==> src/rtl/vending_pkg.sv <==
// Shared types and constants for the two-product vending controller.
//
// Contents:
//   state_t            controller state: IDLE (no credit), COLLECT (credit held),
//                      VEND (one-cycle dispense)
//   NICKEL_V/DIME_V/QUARTER_V  coin values in 5c units
//   PRICE_NICKELS_DEF  default product price in 5c units (35c)
//   CREDIT_W_DEF       default credit register width in 5c units
package vending_pkg;

   typedef enum logic [1:0] {
      IDLE    = 2'd0,
      COLLECT = 2'd1,
      VEND    = 2'd2
   } state_t;

   localparam logic [3:0] NICKEL_V  = 4'd1;
   localparam logic [3:0] DIME_V    = 4'd2;
   localparam logic [3:0] QUARTER_V = 4'd5;

   localparam int PRICE_NICKELS_DEF = 7;
   localparam int CREDIT_W_DEF      = 5;

endpackage

==> src/rtl/vend_coin_adder.sv <==
// Combinational coin accumulator for the vending controller.
//
// Sums the one-cycle coin pulses into a nickel count (0..8) and adds it to a
// base credit value, clamping at the all-ones credit value. Coin value lost to
// clamping is intentionally discarded.
//
// Ports:
//   nickel, dime, quarter  in   coin pulses, any combination may be high
//   base                   in   credit before coins (CREDIT_W bits, nickels)
//   sum                    out  saturated base + coins (CREDIT_W bits, nickels)
module vend_coin_adder
   import vending_pkg::*;
#(
   parameter int CREDIT_W = CREDIT_W_DEF
) (
   input  logic                nickel,
   input  logic                dime,
   input  logic                quarter,
   input  logic [CREDIT_W-1:0] base,
   output logic [CREDIT_W-1:0] sum
);

   logic [3:0]        coins;
   logic [CREDIT_W:0] ext;

   assign coins = (nickel  ? NICKEL_V  : 4'd0)
                + (dime    ? DIME_V    : 4'd0)
                + (quarter ? QUARTER_V : 4'd0);

   // One extra bit is enough: base <= 2^W-1 and coins <= 8, so the carry
   // bit alone flags overflow.
   assign ext = {1'b0, base} + (CREDIT_W+1)'(coins);
   assign sum = ext[CREDIT_W] ? {CREDIT_W{1'b1}} : ext[CREDIT_W-1:0];

endmodule

==> src/rtl/vending_machine.sv <==
// Two-product (regular/diet soda) vending controller.
//
// Accumulates coin credit in 5c units and issues a registered one-cycle
// dispense pulse the cycle after a paid-for selection is decided. Coins that
// arrive in the decision cycle are added after the price is deducted.
// The VEND state lasts one cycle; selections are ignored there, so a held
// selection re-vends at most every other cycle.
//
// Optional feature macro: VEND_CHANGE_EN
//   defined   - adds change_out; on a vend the remaining credit is returned on
//               change_out during the VEND cycle and credit is cleared.
//   undefined - residual credit carries over to the next purchase.
//
// Ports:
//   clk         in   system clock, rising edge
//   reset       in   synchronous active-low reset
//   quarter     in   25c coin pulse
//   nickel      in   5c coin pulse
//   dime        in   10c coin pulse
//   soda        in   regular soda select pulse
//   diet        in   diet soda select pulse
//   sodaO       out  regular soda dispense pulse (registered)
//   dietO       out  diet soda dispense pulse (registered)
//   change_out  out  returned change in nickels (VEND_CHANGE_EN only)
module vending_machine
   import vending_pkg::*;
#(
   parameter int PRICE_NICKELS = PRICE_NICKELS_DEF,
   parameter int CREDIT_W      = CREDIT_W_DEF
) (
   input  logic                clk,
   input  logic                reset,
   input  logic                quarter,
   input  logic                nickel,
   input  logic                dime,
   input  logic                soda,
   input  logic                diet,
   output logic                sodaO,
   output logic                dietO
`ifdef VEND_CHANGE_EN
   ,
   output logic [CREDIT_W-1:0] change_out
`endif
);

   localparam logic [CREDIT_W-1:0] PRICE = CREDIT_W'(PRICE_NICKELS);

   state_t              state;
   state_t              state_next;
   logic [CREDIT_W-1:0] credit;
   logic [CREDIT_W-1:0] credit_next;
   logic [CREDIT_W-1:0] base;
   logic [CREDIT_W-1:0] added;
   logic                vend;
`ifdef VEND_CHANGE_EN
   logic [CREDIT_W-1:0] change_next;
`endif

   // Decision uses credit before this cycle's coins; both buttons at once
   // is treated as no selection.
   assign vend = (soda ^ diet) && (credit >= PRICE) && (state != VEND);
   assign base = vend ? (credit - PRICE) : credit;

   vend_coin_adder #(
      .CREDIT_W(CREDIT_W)
   ) u_coin_adder (
      .nickel (nickel),
      .dime   (dime),
      .quarter(quarter),
      .base   (base),
      .sum    (added)
   );

   always_comb begin
      state_next  = state;
      credit_next = added;
`ifdef VEND_CHANGE_EN
      change_next = '0;
      if (vend) begin
         change_next = added;
         credit_next = '0;
      end
`endif
      // IDLE always means zero credit, so the next state follows from the
      // vend decision and the credit that will be held next cycle.
      if (vend) begin
         state_next = VEND;
      end else if (credit_next == '0) begin
         state_next = IDLE;
      end else begin
         state_next = COLLECT;
      end
   end

   always_ff @(posedge clk) begin
      if (!reset) begin
         state  <= IDLE;
         credit <= '0;
         sodaO  <= 1'b0;
         dietO  <= 1'b0;
`ifdef VEND_CHANGE_EN
         change_out <= '0;
`endif
      end else begin
         state  <= state_next;
         credit <= credit_next;
         sodaO  <= vend & soda;
         dietO  <= vend & diet;
`ifdef VEND_CHANGE_EN
         change_out <= change_next;
`endif
      end
   end

endmodule

==> config.mk <==
export PLATFORM = sky130hd
export DESIGN_NAME = vending_machine
export DESIGN_NICKNAME = d
export VERILOG_FILES = /design/src/rtl/vending_pkg.sv /design/src/rtl/vend_coin_adder.sv /design/src/rtl/vending_machine.sv
export SDC_FILE = /design/constraint.sdc
export NUM_CORES = 1
export LEC_CHECK = 0
export BUFFER_PORTS_ARGS = -buffer_cell sky130_fd_sc_hd__buf_2
export CAP_MARGIN = 30
export CORE_MARGIN = 2
export CORE_UTILIZATION = 40
export CTS_BUF_LIST = sky130_fd_sc_hd__clkbuf_2 sky130_fd_sc_hd__clkbuf_4 sky130_fd_sc_hd__clkbuf_8
export CTS_CLUSTER_DIAMETER = 30
export CTS_CLUSTER_SIZE = 16
export DETAILED_ROUTE_END_ITERATION = 10
export GPL_TIMING_DRIVEN = 0
export PLACE_DENSITY = 0.6
export SYNTH_ARGS = -nofsm -noshare
export SYNTH_HDL_FRONTEND = slang
export SYNTH_SLANG_ARGS = --single-unit
==> constraint.sdc <==
create_clock -name clk -period 3.8 [get_ports clk]
set_clock_uncertainty 0.05 [all_clocks]
set_input_delay 0.19 -clock clk [delete_from_list [all_inputs] [get_ports clk]]
set_output_delay 0.19 -clock clk [all_outputs]
set_load 0.1 [all_outputs]
==> summary.txt <==
hold-fix buffer count after cts = 0
vias in the first global route = 457
Die X = 42.8 µm
Synth Register Bits = 9
Slew Viols, Final = 0
worst skew pair latency = 0.25 ns
post-cts sizing count = 0
share of the synthesized area in the top cell type = 0.300
CP max FO = 7
num rows = 13
Max-cap violations = 0
post-synthesis net count = 77
H-Tree Depth = 1
routed wire length = 976 µm
maximum clock rate = 306 MHz
Max clock buf depth = 2
outcome = finished, final reports clean
DRT Pass-1 Iters = 4
RSZ-0062 raised after global routing = no
Hold WC Path Type = in -> reg
leading area contributor after synthesis = dfxtp_1
sequential cell area = 180 µm²
Setup crit end kind = flip-flop
post-synthesis sequential area ratio = 0.300
Sw Ratio = 0.395
Synth Area per Inst = 9.69 µm²
GRT Resource Usage Total = 0.133
Final nets = 90
WS Path Type = reg -> reg
Peak VDD IR = 0.331 mV
Synth area leaders = dfxtp_1 (30%), ha_1 (15%), xor2_1 (5.8%)
largest delay contributor family on the critical path = simple AND/OR/NAND/NOR gates
PortBufs = 8
Initial DRC Count = 7
Boundary Pins = 9
Yosys cell types = 26
Slew @ Worst Pin = 0.487 ns
cell seen most often among critical-path stages = ha_1
WP buf/inv = 0
CTS tree = yes
DPL Wire Length = 834 µm
cell-internal power = 0.000299 W
GP Congestion = 0.680
Final Hold Vio Count = 0
CP peak stage delay = 0.48 ns
DR WL met3 = 35 µm
Vias/cell = 5.45
wire length of the first global-routing pass = 1.82 mm
fillcell total = 148
Die Footprint = 1830 µm²
clock transition at the registers of the reported paths = 0.06 ns
Remaining DRCs = 0
crit-path cells = ha_1, a21oi_1, nor3b_1, nor2_1, mux2_2, ha_1, a211oi_2, nor2_2, xnor2_1, or4_1, o31a_1
Post-CTS Setup Repair Bufs = 0
DRT met1 WL = 494 µm
share of layout cells above drive strength 1 = 0.203
final core utilization = 0.511
Final Critical Period = 3.27 ns
Synth Cell Area = 601 µm²
via count = 485
highest metal used = met4
DR WL met2 = 419 µm
crit path DAT = 3.36 ns
share of power burned in registers = 0.291
largest net degree at the start of global routing = 10
CTS buffer count = 3
Ys Warns = 0
Clock power frac = 0.155
Comb pwr share = 0.554
Starting Density = 0.445
setup TNS = 0 ns
core footprint = 1350 µm²
DR WL/cell = 11.0 µm
Num Clock Sinks = 9
area of the multi-input gates = 413 µm²
Root Buffer = clkbuf_4
power per cell area = 716 nW/µm²
die span in y = 42.8 µm
crit path max-delay cell type = or4_1
Synth-to-Final Area Change = 14.8%
grt total ovfl = 0
Slew headroom = 0.677
Critical Path RT = 3.89 ns
Critical Path Start Type = flip-flop
diode count = 0
antenna violations before repair = 0
# setup viols final = 0
period utilization = 0.860
Switching Power = 0.000195 W
post-route ant nets = 0
Mapped Cells = 62
Pleak = 0.328 nW
cells in the mapped netlist, drive strengths merged:
| master | n |
|---|---|
| dfxtp | 9 |
| ha | 7 |
| and3 | 5 |
| nor2 | 4 |
| o21a | 4 |
| xor2 | 4 |
| a21oi | 3 |
| xnor2 | 3 |
| and2 | 2 |
| inv | 2 |
| mux2i | 2 |
| nand2 | 2 |
| nand4 | 2 |
| o211ai | 2 |
| a211oi | 1 |
| and2b | 1 |
| fa | 1 |
| mux2 | 1 |
| nand2b | 1 |
| nor2b | 1 |
| nor3b | 1 |
| o2111ai | 1 |
| o31a | 1 |
| or3 | 1 |
| or4 | 1 |
power groups by stage:
stage	logic (W)	registers (W)	clock network (W)
global placement	0.000275	0.000145	0
finish	0.000273	0.000144	0.0000767
floorplan	0.000212	0.000156	0
detailed placement	0.000273	0.000146	0
CTS	0.000277	0.000144	0.0000804
global route	0.000309	0.000148	0.0000846
registers in the layout, summed over array words and instances, names as in the netlist:
signal / cells
credit: 5
dietO: 1
state: 2
sodaO: 1
final timing paths:
kind	startpoint	endpoint	slack, ns	cells after the start
min	soda	sodaO	0.15	2
max	credit[0]	state[0]	0.53	11
min reg2reg	credit[4]	credit[4]	0.71	2
max reg2reg	credit[0]	state[0]	0.53	11
final cells by class:
cell class | count | area share
clock buffer | 4 | 0.0436
inverter | 2 | 0.0109
multi-input combinational | 51 | 0.599
sequential | 9 | 0.261
tap | 15 | 0.0272
timing repair buffer | 8 | 0.0581
layout by cell type (no fill, tap or decap):
cell type / instances
a21oi_1: 3
nor2b_1: 1
o31a_1: 1
clkbuf_4: 4
nor2_2: 1
inv_1: 2
a211oi_2: 1
nor3b_1: 1
and3_1: 5
nand2b_1: 1
dfxtp_1: 9
buf_2: 8
o2111ai_1: 1
or4_1: 1
mux2_2: 1
ha_1: 7
o21a_1: 4
fa_1: 1
mux2i_1: 2
nor2_1: 3
and2_1: 2
xor2_1: 4
nand4_1: 2
and2b_1: 1
xnor2_1: 3
nand2_1: 2
o211ai_1: 2
or3_1: 1
worst register-to-register path, cell delays in order (launching register included):
cell and delay (ns):
dfxtp_1 0.36, ha_1 0.19, a21oi_1 0.11, nor3b_1 0.16, nor2_1 0.35, mux2_2 0.42
ha_1 0.29, a211oi_2 0.28, nor2_2 0.08, xnor2_1 0.15, or4_1 0.48, o31a_1 0.24
per-stage QoR:
| step | power [W] | cell area [µm²] | setup WS [ns] | instances | hold slack (ns) |
|---|---|---|---|---|---|
| floorplan | 0.000368 | 601 | 0.807 | 62 | 0.257 |
| detailed placement | 0.000419 | 659 | 0.512 | 85 | 0.402 |
| CTS | 0.000501 | 689 | 0.501 | 89 | 0.145 |
| global placement | 0.000420 | 659 | 0.507 | 85 | 0.401 |
| finish | 0.000494 | 689 | 0.530 | 89 | 0.148 |
| global route | 0.000542 | 689 | 0.276 | 89 | 0.152 |
cell families (layout without fill, tap and decap cells):
logic type	count (synthesis)	count (layout)	share of synthesized area
DFF	9	9	0.300
buffers and inverters	2	14	0.0125
muxes	3	3	0.0521
xor gates and xnor gates	7	7	0.102
and+or+nand+nor	21	21	0.204
adders and majority gates	8	8	0.179
AOI/OAI and AO/OA	12	12	0.150
per-layer routing:
layer,global-route usage,vias to the layer above
met5,0,-
met4,0.0938,0
met3,0.0128,4
met2,0.194,11
met1,0.180,219
li1,-,251
Power figures use the tool's default switching activity.
